==> src/rtl/pipe_ctrl_pkg.sv <==
// =============================================================================
// Module      : pipe_ctrl_pkg
// Description : Shared constants for the miniMIPS pipeline stall controller:
//               ALU opcodes, stall bit indices and memory FSM encodings.
// Revision    : 1.0 - initial release
// =============================================================================
`default_nettype none

package pipe_ctrl_pkg;

  localparam logic [3:0] ALU_LW = 4'hA;
  localparam logic [3:0] ALU_SW = 4'hB;

  localparam int STALL_PC    = 0;
  localparam int STALL_IF_ID = 1;
  localparam int STALL_ID_EX = 2;
  localparam int STALL_EX_WB = 3;
  localparam int STALL_WB    = 4;

  localparam logic [4:0] STALL_ALL = 5'b11111;
  localparam logic [4:0] STALL_DEC = 5'b00011;

  typedef enum logic [1:0] {
    M_IDLE = 2'd0,
    M_WAIT = 2'd1,
    M_DONE = 2'd2
  } mem_state_t;

endpackage

`default_nettype wire

==> src/rtl/pipe_ctrl_if.sv <==
// =============================================================================
// Module      : pipe_ctrl_if
// Description : Pipeline-side signal bundle of the stall controller; master is
//               the controller, slave is the pipeline/memory side.
// Revision    : 1.0 - initial release
// =============================================================================
`default_nettype none

interface pipe_ctrl_if #(
  parameter int CNT_W = 16
);
  logic             id_stallreq;
  logic [4:0]       id_r1addr;
  logic [4:0]       id_r2addr;
  logic [3:0]       ex_aluop;
  logic             ex_wreg;
  logic [4:0]       ex_wraddr;
  logic             mem_valid;
  logic [3:0]       mem_aluop;
  logic             dmem_ack;
  logic             dmem_req;
  logic [4:0]       stall;
  logic             ex_bubble;
  logic             mem_err;
  logic [CNT_W-1:0] ldu_cnt;

  modport master (
    input  id_stallreq, id_r1addr, id_r2addr,
    input  ex_aluop, ex_wreg, ex_wraddr,
    input  mem_valid, mem_aluop, dmem_ack,
    output dmem_req, stall, ex_bubble, mem_err, ldu_cnt
  );

  modport slave (
    output id_stallreq, id_r1addr, id_r2addr,
    output ex_aluop, ex_wreg, ex_wraddr,
    output mem_valid, mem_aluop, dmem_ack,
    input  dmem_req, stall, ex_bubble, mem_err, ldu_cnt
  );
endinterface

`default_nettype wire

==> src/rtl/pipe_hazard_det.sv <==
// =============================================================================
// Module      : pipe_hazard_det
// Description : Combinational load-use comparator between a load in EX and the
//               decode-stage source registers. Register 0 never hazards.
// Revision    : 1.0 - initial release
// =============================================================================
`default_nettype none

module pipe_hazard_det
  import pipe_ctrl_pkg::*;
(
  input  wire logic [3:0] i_ex_aluop,
  input  wire logic       i_ex_wreg,
  input  wire logic [4:0] i_ex_wraddr,
  input  wire logic [4:0] i_id_r1addr,
  input  wire logic [4:0] i_id_r2addr,
  output logic            o_hazard
);

  logic w_is_load;
  logic w_addr_match;

  assign w_is_load    = (i_ex_aluop == ALU_LW) && i_ex_wreg && (i_ex_wraddr != 5'd0);
  assign w_addr_match = (i_ex_wraddr == i_id_r1addr) || (i_ex_wraddr == i_id_r2addr);
  assign o_hazard     = w_is_load && w_addr_match;

endmodule

`default_nettype wire

==> src/rtl/pipe_ctrl.sv <==
// =============================================================================
// Module      : pipe_ctrl
// Description : Stall/bubble controller for the 5-stage miniMIPS pipeline:
//               memory handshake FSM, decode/load-use stall and perf counter.
//               Optional dmem timeout enabled by macro PIPE_CTRL_TIMEOUT_EN.
// Revision    : 1.0 - initial release
// =============================================================================
`default_nettype none

module pipe_ctrl
  import pipe_ctrl_pkg::*;
#(
  parameter int TIMEOUT_CYC = 255,
  parameter int CNT_W       = 16
) (
  input  wire logic   clk,
  input  wire logic   resetn,
  pipe_ctrl_if.master bus
);

  mem_state_t       r_state;
  mem_state_t       w_state_nxt;
  logic             r_dmem_req;
  logic             w_dmem_req_nxt;
  logic [CNT_W-1:0] r_ldu_cnt;
  logic             w_hazard;
  logic             w_mem_op;
  logic             w_mem_stall;
  logic             w_dec_stall;
  logic             w_cnt_en;
  logic [4:0]       w_stall;
  logic             w_ex_bubble;

  pipe_hazard_det u_hazard (
    .i_ex_aluop  (bus.ex_aluop),
    .i_ex_wreg   (bus.ex_wreg),
    .i_ex_wraddr (bus.ex_wraddr),
    .i_id_r1addr (bus.id_r1addr),
    .i_id_r2addr (bus.id_r2addr),
    .o_hazard    (w_hazard)
  );

  assign w_mem_op    = bus.mem_valid && ((bus.mem_aluop == ALU_LW) || (bus.mem_aluop == ALU_SW));
  assign w_dec_stall = bus.id_stallreq || w_hazard;

`ifdef PIPE_CTRL_TIMEOUT_EN
  localparam int               c_WAIT_W    = $clog2(TIMEOUT_CYC + 1);
  localparam logic [c_WAIT_W-1:0] c_WAIT_LAST = c_WAIT_W'(TIMEOUT_CYC - 1);

  logic [c_WAIT_W-1:0] r_wait_cnt;
  logic                r_mem_err;
  logic                w_timeout;

  // An ack on the final wait cycle takes precedence over the timeout.
  assign w_timeout = (r_state == M_WAIT) && !bus.dmem_ack && (r_wait_cnt == c_WAIT_LAST);

  always_ff @(posedge clk or negedge resetn) begin
    if (!resetn) begin
      r_wait_cnt <= '0;
      r_mem_err  <= 1'b0;
    end else begin
      r_mem_err <= w_timeout;
      if (r_state == M_WAIT) begin
        r_wait_cnt <= r_wait_cnt + 1'b1;
      end else begin
        r_wait_cnt <= '0;
      end
    end
  end

  assign bus.mem_err = r_mem_err;
`else
  assign bus.mem_err = 1'b0;
  if (TIMEOUT_CYC == 0) begin : g_timeout_unused
  end
`endif

  always_ff @(posedge clk or negedge resetn) begin
    if (!resetn) begin
      r_state    <= M_IDLE;
      r_dmem_req <= 1'b0;
      r_ldu_cnt  <= '0;
    end else begin
      r_state    <= w_state_nxt;
      r_dmem_req <= w_dmem_req_nxt;
      if (w_cnt_en) begin
        r_ldu_cnt <= r_ldu_cnt + 1'b1;
      end
    end
  end

  always_comb begin
    w_state_nxt    = r_state;
    w_dmem_req_nxt = r_dmem_req;
    w_mem_stall    = 1'b0;
    case (r_state)
      M_IDLE: begin
        if (w_mem_op) begin
          w_mem_stall    = 1'b1;
          w_state_nxt    = M_WAIT;
          w_dmem_req_nxt = 1'b1;
        end
      end
      M_WAIT: begin
        w_mem_stall = 1'b1;
        if (bus.dmem_ack) begin
          w_state_nxt    = M_DONE;
          w_dmem_req_nxt = 1'b0;
        end
`ifdef PIPE_CTRL_TIMEOUT_EN
        else if (w_timeout) begin
          w_state_nxt    = M_DONE;
          w_dmem_req_nxt = 1'b0;
        end
`endif
      end
      // One unstalled cycle lets the memory instruction leave MEM.
      M_DONE: begin
        w_state_nxt = M_IDLE;
      end
      default: begin
        w_state_nxt    = M_IDLE;
        w_dmem_req_nxt = 1'b0;
      end
    endcase

    w_stall     = '0;
    w_ex_bubble = 1'b0;
    if (w_mem_stall) begin
      w_stall = STALL_ALL;
    end else if (w_dec_stall) begin
      w_stall     = STALL_DEC;
      w_ex_bubble = 1'b1;
    end
  end

  assign w_cnt_en      = w_hazard && !w_mem_stall && (r_ldu_cnt != {CNT_W{1'b1}});
  assign bus.dmem_req  = r_dmem_req;
  assign bus.stall     = w_stall;
  assign bus.ex_bubble = w_ex_bubble;
  assign bus.ldu_cnt   = r_ldu_cnt;

endmodule

`default_nettype wire
==> src/flat_wrapper.sv <==
// flat-port wrapper written by rule: the top's interface ports become plain ports
module pipe_ctrl_flat import pipe_ctrl_pkg::*;
#(
  parameter int TIMEOUT_CYC = 255,
  parameter int CNT_W       = 16
)
  (clk, resetn, bus_id_stallreq, bus_id_r1addr, bus_id_r2addr, bus_ex_aluop, bus_ex_wreg, bus_ex_wraddr, bus_mem_valid, bus_mem_aluop, bus_dmem_ack, bus_dmem_req, bus_stall, bus_ex_bubble, bus_mem_err, bus_ldu_cnt);
  pipe_ctrl_if #(.CNT_W(CNT_W)) bus_i ();
  input  wire logic clk;
  input  wire logic resetn;
  input wire logic [$bits(bus_i.id_stallreq)-1:0] bus_id_stallreq;
  input wire logic [$bits(bus_i.id_r1addr)-1:0] bus_id_r1addr;
  input wire logic [$bits(bus_i.id_r2addr)-1:0] bus_id_r2addr;
  input wire logic [$bits(bus_i.ex_aluop)-1:0] bus_ex_aluop;
  input wire logic [$bits(bus_i.ex_wreg)-1:0] bus_ex_wreg;
  input wire logic [$bits(bus_i.ex_wraddr)-1:0] bus_ex_wraddr;
  input wire logic [$bits(bus_i.mem_valid)-1:0] bus_mem_valid;
  input wire logic [$bits(bus_i.mem_aluop)-1:0] bus_mem_aluop;
  input wire logic [$bits(bus_i.dmem_ack)-1:0] bus_dmem_ack;
  output wire logic [$bits(bus_i.dmem_req)-1:0] bus_dmem_req;
  output wire logic [$bits(bus_i.stall)-1:0] bus_stall;
  output wire logic [$bits(bus_i.ex_bubble)-1:0] bus_ex_bubble;
  output wire logic [$bits(bus_i.mem_err)-1:0] bus_mem_err;
  output wire logic [$bits(bus_i.ldu_cnt)-1:0] bus_ldu_cnt;
  assign bus_i.id_stallreq = bus_id_stallreq;
  assign bus_i.id_r1addr = bus_id_r1addr;
  assign bus_i.id_r2addr = bus_id_r2addr;
  assign bus_i.ex_aluop = bus_ex_aluop;
  assign bus_i.ex_wreg = bus_ex_wreg;
  assign bus_i.ex_wraddr = bus_ex_wraddr;
  assign bus_i.mem_valid = bus_mem_valid;
  assign bus_i.mem_aluop = bus_mem_aluop;
  assign bus_i.dmem_ack = bus_dmem_ack;
  assign bus_dmem_req = bus_i.dmem_req;
  assign bus_stall = bus_i.stall;
  assign bus_ex_bubble = bus_i.ex_bubble;
  assign bus_mem_err = bus_i.mem_err;
  assign bus_ldu_cnt = bus_i.ldu_cnt;
  pipe_ctrl #(.TIMEOUT_CYC(TIMEOUT_CYC), .CNT_W(CNT_W)) u_core (.clk(clk), .resetn(resetn), .bus(bus_i));
endmodule
==> config.mk <==
export PLATFORM = sky130hd
export DESIGN_NAME = pipe_ctrl_flat
export DESIGN_NICKNAME = d
export VERILOG_FILES = /design/src/rtl/pipe_ctrl_pkg.sv /design/src/rtl/pipe_ctrl_if.sv /design/src/rtl/pipe_hazard_det.sv /design/src/rtl/pipe_ctrl.sv /design/src/flat_wrapper.sv
export SDC_FILE = /design/constraint.sdc
export NUM_CORES = 1
export LEC_CHECK = 0
export ABC_AREA = 0
export ABC_CLOCK_PERIOD_IN_PS = 2300
export BUFFER_PORTS_ARGS = -buffer_cell sky130_fd_sc_hd__buf_2
export CORE_ASPECT_RATIO = 1.1
export CORE_MARGIN = 2
export CORE_UTILIZATION = 47
export DETAILED_ROUTE_END_ITERATION = 8
export PLACE_DENSITY = 0.84
export SLEW_MARGIN = 20
export SYNTH_ARGS = -nofsm -noshare
export SYNTH_HDL_FRONTEND = slang
export SYNTH_SLANG_ARGS = --single-unit
export TNS_END_PERCENT = 5
==> constraint.sdc <==
create_clock -name clk -period 2.3 [get_ports clk]
set_input_delay 0.345 -clock clk [delete_from_list [all_inputs] [get_ports clk]]
set_output_delay 0.345 -clock clk [all_outputs]
set_load 0.03 [all_outputs]
==> results of run 1 <==
## kinds of logic (layout without fill, tap and decap cells)
kind of cell	Yosys count	in the layout	share of synthesized area, %
buffers and inverters	10	60	4.85
AOI/OAI and AO/OA	13	13	8.67
muxes	2	2	2.48
DFF	19	19	39.2
and+or+nand+nor	56	56	27.6
adders and majority gates	1	1	1.03
other	1	1	0.309
xor gates and xnor gates	22	22	15.9
## sequential cells by signal (all words and copies together), names as in the netlist
| name | cells |
|---|---|
| u_core.r_state | 2 |
| u_core.bus.ldu_cnt | 16 |
| u_core.bus.dmem_req | 1 |
## power by group
part / total (mW) / switching [mW] / internal (mW)
combinational: 0.127 / 0.0757 / 0.0509
clock: 0.170 / 0.102 / 0.0677
sequential: 0.346 / 0.00603 / 0.340
total: 0.642 / 0.184 / 0.458
## worst max path at each step
stage | start | to | cells past startpoint
after floorplan | bus_ex_wraddr[1] | bus_stall[1] | 6
after detailed placement | bus_ex_wraddr[1] | bus_stall[0] | 7
final | bus_ex_wraddr[1] | bus_stall[0] | 7
after CTS | bus_ex_wraddr[1] | bus_stall[0] | 7
after global routing | bus_ex_wraddr[1] | bus_stall[0] | 7
after global placement | bus_ex_wraddr[1] | bus_stall[0] | 7
## final cells by class
type,count,area (um^2),area share (%)
clock buffer,4,26.3,1.75
sequential,19,475,31.6
multi-input combinational,95,678,45.1
tap,31,38.8,2.58
timing repair buffer,53,275,18.3
inverter,3,11.3,0.748
## what timing repair did
| item | 4_1_cts | 5_1_grt |
|---|---|---|
| gates resized for setup | 0 | 0 |
| hold endpoints to repair | 19 | 0 |
| hold buffers | 1 | 0 |
## synthesized netlist by cell type (2+ instances only)
master	instances	area share, %
a41oi_1	2	1.4
inv_1	3	0.93
buf_4	5	3.1
buf_2	2	0.83
nand2_1	8	2.5
a21oi_1	3	1.2
a2111oi_0	2	1.4
nor2b_1	2	1.0
nor2_1	10	3.1
nand4_1	5	2.6
nand3_1	13	5.4
dfrtp_1	19	39
xnor2_1	21	15
and4_1	2	1.4
and3_1	3	1.5
mux2_4	2	2.5
a31oi_1	2	1.0
nor3_1	2	0.83
## critical path, cell delays in order
cell and delay, ns:
buf_2 0.12, or4_4 0.54, o211ai_2 0.22, inv_1 0.06, a21oi_1 0.18, nand2b_1 0.10, buf_2 0.18
## per-layer routing
| metal | global-route usage, % | up-vias |
|---|---|---|
| met5 | 0 | - |
| met4 | 9.89 | 0 |
| met3 | 3.93 | 4 |
| met2 | 34.5 | 47 |
| met1 | 23.0 | 522 |
| li1 | - | 536 |
==> run metrics, run 1 <==
Startpoint Class input pin; M1 WL roughly 1200 um; synth-to-layout area growth 24.1%; worst-case reg-to-reg path depth 6; met2 wire len ~1400 um; number of setup violations in the final report 0; GPL Wtd Cong 0.912; dpl ws 0.201 ns; Root Buffer clkbuf_4; Final Hold Viols 0; die width ~52 um; crit path DAT 1.75 ns; placed wire-length estimate 2200 um; H-Tree Depth 1; worst reg2reg startpoint u_core.bus.ldu_cnt[0]; Non-Filler Instances between 200 and 250; Synth Flop Type dfrtp_1; final worst clock skew 0.00678 ns; Hold Path Cell Cnt 3; maxcap violations 0; commonest non-fill, non-tap cell in the layout buf_2; CORE AREA around 2500 um^2; Mapped Nets about 150; TritonCTS Buffers 3; vias per cell about 5.4; RSZ-0062 raised after global routing false; Ports 53; P_leak between 0.7 and 0.8 nW; Setup TNS 0 ns; f_max around 480 MHz; grt ovf 0; Highest Signal Layer met4; register area share after synthesis around two fifths; FF-to-FF setup slack 0.44 ns; detailed-route DRC error count 0; GRT Overall Usage between 10% and 20%; total power about 0.64 mW; die area 3000 um^2; most frequent cells in the layout 50 x buf_2, 21 x xnor2_1, 19 x dfrtp_1; path type of the worst min-delay path input pin to register; WS Path Type input pin to output port; PortBufs 50; CTS clk-pin slew, worst paths ~0.10 ns; CTS tree done; Initial Util around half; share of cells above drive strength 1 a little under two fifths; Post-Syn Instances about 120; # clock sinks 19; status finished, final reports clean; Post-CTS Setup Inserts 0; WL met3 approximately 150 um; Crit. End Element output port; clock buffer depth 2; layout net count about 200; PD cells between 400 and 500 nW/um^2; Mapped Area around 1200 um^2; fin crit period ~2.1 ns; fin crit share roughly nine tenths; DRT Pass-1 Iters 4; WL final ~2800 um; Finished Cell Area 1510 um^2; HP Start bus_dmem_ack; worst skew pair latency about 0.30 ns; largest net degree at the start of global routing 20; final core utilization 60.9%; First DRT Iteration DRCs 26; first-pass GRT wire length 4530 um; post-route ant nets 0; std cell rows 19; Hold Path Sink u_core.r_state[1]; Mapped Avg Cell Area ~9.8 um^2; die height roughly 57 um; # fillers between 200 and 250; Final Max Slew Viols 0; synth unique cells 36; dpl cells 200; R2R Path End u_core.bus.ldu_cnt[1]; vias in the first global route roughly 1.1k; fraction of registers with async set/reset between 90% and 100%; crit-path max FO 3; CP Data Required Time a little under 2 ns; final worst setup slack approximately 0.2 ns; Avg WL per Cell ~14 um; worst hold slack ~0.30 ns; Post-synth EDFFs 0; Ys Warns 0; initial antenna violation count 0; Vias ~1.1k; n_diodes 0; placed inst area between 1000 and 1500 um^2; Max VDD drop ~0.0003 V; #FFs+latches synth 19
No activity file was read; power rests on OpenSTA's default activity.
==> run 2, diff against run 1 <==
Settings changed: MAX_ROUTING_LAYER set to met4.
==> run 2 against run 1 <==
Net effect: via count rose by 0.63%; sequential share of layout area unchanged; count of clock-buffer cells in the layout unchanged; fmax is 1.5% higher; final cell count did not move; register-to-register slack about the same; combinational power is essentially flat; design area stayed put; die area unchanged; non-clock buffer count unchanged; global-route usage fell by 0.85 points; utilization unchanged; critical endpoint is now bus_stall[1]; highest routed layer unchanged.
==> run metrics, run 2 (synthesized netlist as in run 1, its figures left out) <==
post-CTS sizing 0; dpl cells 200; commonest non-fill, non-tap cell in the layout buf_2; WL final 2690 um; crit path DAT about 1.7 ns; vias in the first global route 1,097; maxcap violations 0; fin crit share between 80% and 90%; die area approximately 3000 um^2; n_diodes 0; Avg WL per Cell about 13 um; die height between 50 and 60 um; Startpoint Class input pin; Largest register FFs 16; # clock sinks 19; worst-path cell chain buf_2 > or4_4 > o211ai_2 > inv_1 > a21oi_1 > nand2b_1 > buf_2; placed wire-length estimate approximately 2100 um; clock buffer depth 2; CP top delay family simple AND/OR/NAND/NOR gates; CTS tree done; vias per cell approximately 5.4; grt ovf 0; Final Hold Viols 0; Final Max Slew Viols 0; worst hold slack 0.314 ns; P_leak 0.741 nW; fin crit period 2.06 ns; worst skew pair latency 0.29 ns; slowest stage delay, CP approximately 0.53 ns; RSZ-0062 raised after global routing false; final worst clock skew roughly 0.0060 ns; H-Tree Depth 1; initial antenna violation count 0; Vias about 1.1k; path type of the worst min-delay path input pin to register; detailed-route DRC error count 0; CTS clk-pin slew, worst paths between 0.1 and 0.15 ns; CP max stage cell or4_4; crit-path max FO 3; CORE AREA 2470 um^2; synth-to-layout area growth 24.1%; GPL Wtd Cong 0.931; share of cells above drive strength 1 37.9%; DRT Pass-1 Iters 4; Ports between 50 and 60; WS Path Type input pin to output port; f_max 484 MHz; CP Data Required Time between 1.5 and 2 ns; footprint of the multi-input gates 678 um^2; die width about 52 um; CP bufs+invs 3; PD cells ~430 nW/um^2; Setup TNS 0 ns; Post-CTS Setup Inserts 0; largest net degree at the start of global routing 20; Crit. End Element output port; TritonCTS Buffers 3; First DRT Iteration DRCs 32; most frequent cells in the layout 50 x buf_2, 21 x xnor2_1, 19 x dfrtp_1; Max VDD drop 0.000384 V; number of setup violations in the final report 0; PortBufs 50; GRT Overall Usage a little under a fifth; Root Buffer clkbuf_4; crit-path most repeated cell buf_2; first-pass GRT wire length about 4300 um; std cell rows 19; # fillers roughly 220; layout net count 205; Reg area ~480 um^2; Non-Filler Instances roughly 210; Initial Util approximately half; post-route ant nets 0; status finished, final reports clean
[run 2: cell counts in the layout (fill, tap and decap cells not counted)]
No cell type changed its count.
[run 2: area by class of cell]
class,instances,share of cell area [%]
repair buffers,53,18.3
clock buffers,4,1.75
well taps,31,2.58
flip-flops and latches,19,31.6
multi-input cells,95,45.1
inverters,3,0.748
[run 2: metrics by stage]
step	cell area (um^2)	setup slack [ns]	util, %	power, mW
floorplan	1210	0.204	-	0.432
global placement	1470	0.255	59.4	0.472
detailed placement	1470	0.225	59.4	0.477
CTS	1510	0.219	60.9	0.644
global route	1510	0.134	60.9	0.670
finish	1510	0.235	60.9	0.641
[run 2: final timing paths]
kind | startpoint | end | slack [ns] | depth (start not counted)
setup / recovery | bus_ex_wraddr[1] | bus_stall[1] | 0.24 | 7
hold / removal | bus_dmem_ack | u_core.r_state[1] | 0.31 | 3
setup reg to reg | u_core.bus.ldu_cnt[0] | u_core.bus.ldu_cnt[1] | 0.44 | 6
hold reg to reg | u_core.r_state[1] | u_core.r_state[0] | 0.52 | 1
max in group asynchronous | resetn | u_core.bus.ldu_cnt[7] | 1.50 | 2
min in group asynchronous | resetn | u_core.bus.ldu_cnt[13] | 0.50 | 2
[run 2: worst reg2reg max path, delay by kind of cell (launching register included)]
kind          cells  cell delay, ns
fa+ha+maj         1            0.26
mux               1            0.29
simple gates      4            0.78
flops             1            0.44
[run 2: per-layer routing]
layer  up-vias  track usage [%]  wire (um)
li1        538                -          -
met1       527             21.6       1130
met2        49             33.9       1370
met3         2             2.36        167
met4         0             6.59         25
met5         -                -          0
[run 2: what timing repair did]
item	in CTS	in global routing
hold endpoints to repair	19	0
setup endpoints to repair	0	0
hold buffers	1	0
[run 2: power breakdown]
part	switching (mW)	internal (mW)	leakage [nW]	total, mW
Sequential	0.00590	0.340	0.260	0.345
Combinational	0.0741	0.0509	0.466	0.125
Clock	0.103	0.0674	0.0150	0.170
Total	0.183	0.458	0.741	0.641
==> run 3, diff against run 2 <==
Settings changed: CORE_MARGIN 2 to not set.
==> run 3 against run 2 <==
Net effect: clock power is 2% lower; final cell count shrank 0.49%; die area down 7.2%; sequential share of layout area is essentially flat; worst setup slack got worse by 0.017 ns; power down 0.68%; utilization up 3.3 points; first-iteration DRC count is 56% lower; combinational power about the same; clock skew fell by 0.0011 ns; sequential power hardly changed; count of clock-buffer cells in the layout stayed put; critical path type unchanged.
==> run metrics, run 3 (synthesized netlist as in run 1, its figures left out) <==
Vias between 1k and 1.5k; clock buffer depth 2; path type of the worst min-delay path input pin to register; CTS clk-pin slew, worst paths about 0.10 ns; Setup TNS 0 ns; WL final between 2000 and 3000 um; TritonCTS Buffers 3; GRT Overall Usage 21.8%; slowest stage delay, CP between 0.5 and 0.6 ns; HP Start bus_dmem_ack; Initial Util around half; f_max between 400 and 500 MHz; die width slightly above 50 um; # clock sinks 19; vias per cell 5.63; Post-CTS Setup Inserts 0; std cell rows 18; final worst clock skew between 0.004 and 0.005 ns; die height approximately 55 um; synth-to-layout area growth 24.0%; fin crit period 2.08 ns; CP startpoint bus_ex_wraddr[1]; WS Path Type input pin to output port; first-pass GRT wire length 4440 um; CP Data Required Time between 1.5 and 2 ns; FF-to-FF setup slack between 0.4 and 0.5 ns; placed wire-length estimate approximately 2200 um; CTS tree done; PD cells roughly 420 nW/um^2; vias in the first global route 1,057; commonest non-fill, non-tap cell in the layout buf_2; worst-path cell chain buf_2 > or4_4 > o211ai_2 > inv_1 > a21oi_1 > nand2b_1 > buf_2; initial antenna violation count 0; RSZ-0062 raised after global routing false; share of cells above drive strength 1 a little under two fifths; Root Buffer clkbuf_4; Final Hold Viols 0; status finished, final reports clean; die area between 2000 and 3000 um^2; Crit. End Element output port; grt ovf 0; number of setup violations in the final report 0; CP max stage cell or4_4; Largest register FFs 16; fin crit share roughly 91%; crit-path most repeated cell buf_2; largest net degree at the start of global routing 20; Max VDD drop 0.000330 V; crit path DAT about 1.7 ns; First DRT Iteration DRCs 14; Avg WL per Cell between 10 and 15 um; post-route ant nets 0; final core utilization 64.2%; Startpoint Class input pin; P_leak 0.741 nW; H-Tree Depth 1; # fillers 215; PortBufs 50; worst reg2reg startpoint u_core.bus.ldu_cnt[0]; detailed-route DRC error count 0; worst skew pair latency ~0.29 ns; GPL Wtd Cong 0.885; n_diodes 0; crit-path max FO 3; DRT Pass-1 Iters 4; maxcap violations 0; Final Max Slew Viols 0; CORE AREA ~2300 um^2; layout net count 205; Ports 53; most frequent cells in the layout 50 x buf_2, 21 x xnor2_1, 19 x dfrtp_1
run 3: critical path: cells and delay by family:
kind | cells | cell delay, ns
buf+inv | 3 | 0.36
compound gates | 2 | 0.40
simple gates | 2 | 0.63
run 3: cell type report:
type,instances,area (um^2),share of cell area (%)
multi-input combinational,95,678,45.1
sequential,19,475,31.6
timing repair buffer,53,275,18.3
tap,30,37.5,2.50
clock buffer,4,26.3,1.75
inverter,3,11.3,0.749
run 3: path summary, 6_finish.rpt:
path	endpoint	cells past startpoint
hold reg to reg	u_core.r_state[0]	1
setup / recovery	bus_stall[1]	7
max in group asynchronous	u_core.bus.ldu_cnt[7]	2
min in group asynchronous	u_core.bus.ldu_cnt[11]	2
setup reg to reg	u_core.bus.ldu_cnt[1]	6
hold / removal	u_core.r_state[1]	3
run 3: routing by layer:
layer  track usage [%]  up-vias  part of all wire, %
met5                 -        -                    0
met4              13.1        0                  2.0
met3              3.31        6                  7.4
met2              35.2       64                   50
met1              25.0      534                   41
li1                  -      544                    -
run 3: power by group:
part	internal, mW	switching, mW	leakage [nW]	total, mW
Sequential	0.340	0.00569	0.260	0.345
Clock	0.0675	0.0982	0.0150	0.166
Combinational	0.0508	0.0747	0.466	0.126
Total	0.458	0.179	0.741	0.637
run 3: stage by stage:
step	hold WS, ns	setup WS (ns)	cells	total power, mW	instance area [um^2]
2_1_floorplan	0.0494	0.204	124	0.432	1210
3_3_place_gp	0.295	0.251	199	0.472	1470
3_5_place_dp	0.304	0.215	199	0.477	1470
4_1_cts	0.291	0.210	204	0.644	1500
5_1_grt	0.310	0.107	204	0.668	1500
6_report	0.302	0.218	204	0.637	1500
run 3: timing repair:
item                                   4_1_cts  5_1_grt
resized for setup                            0        0
endpoints found under the hold margin       19        0
hold buffers                                 1        0
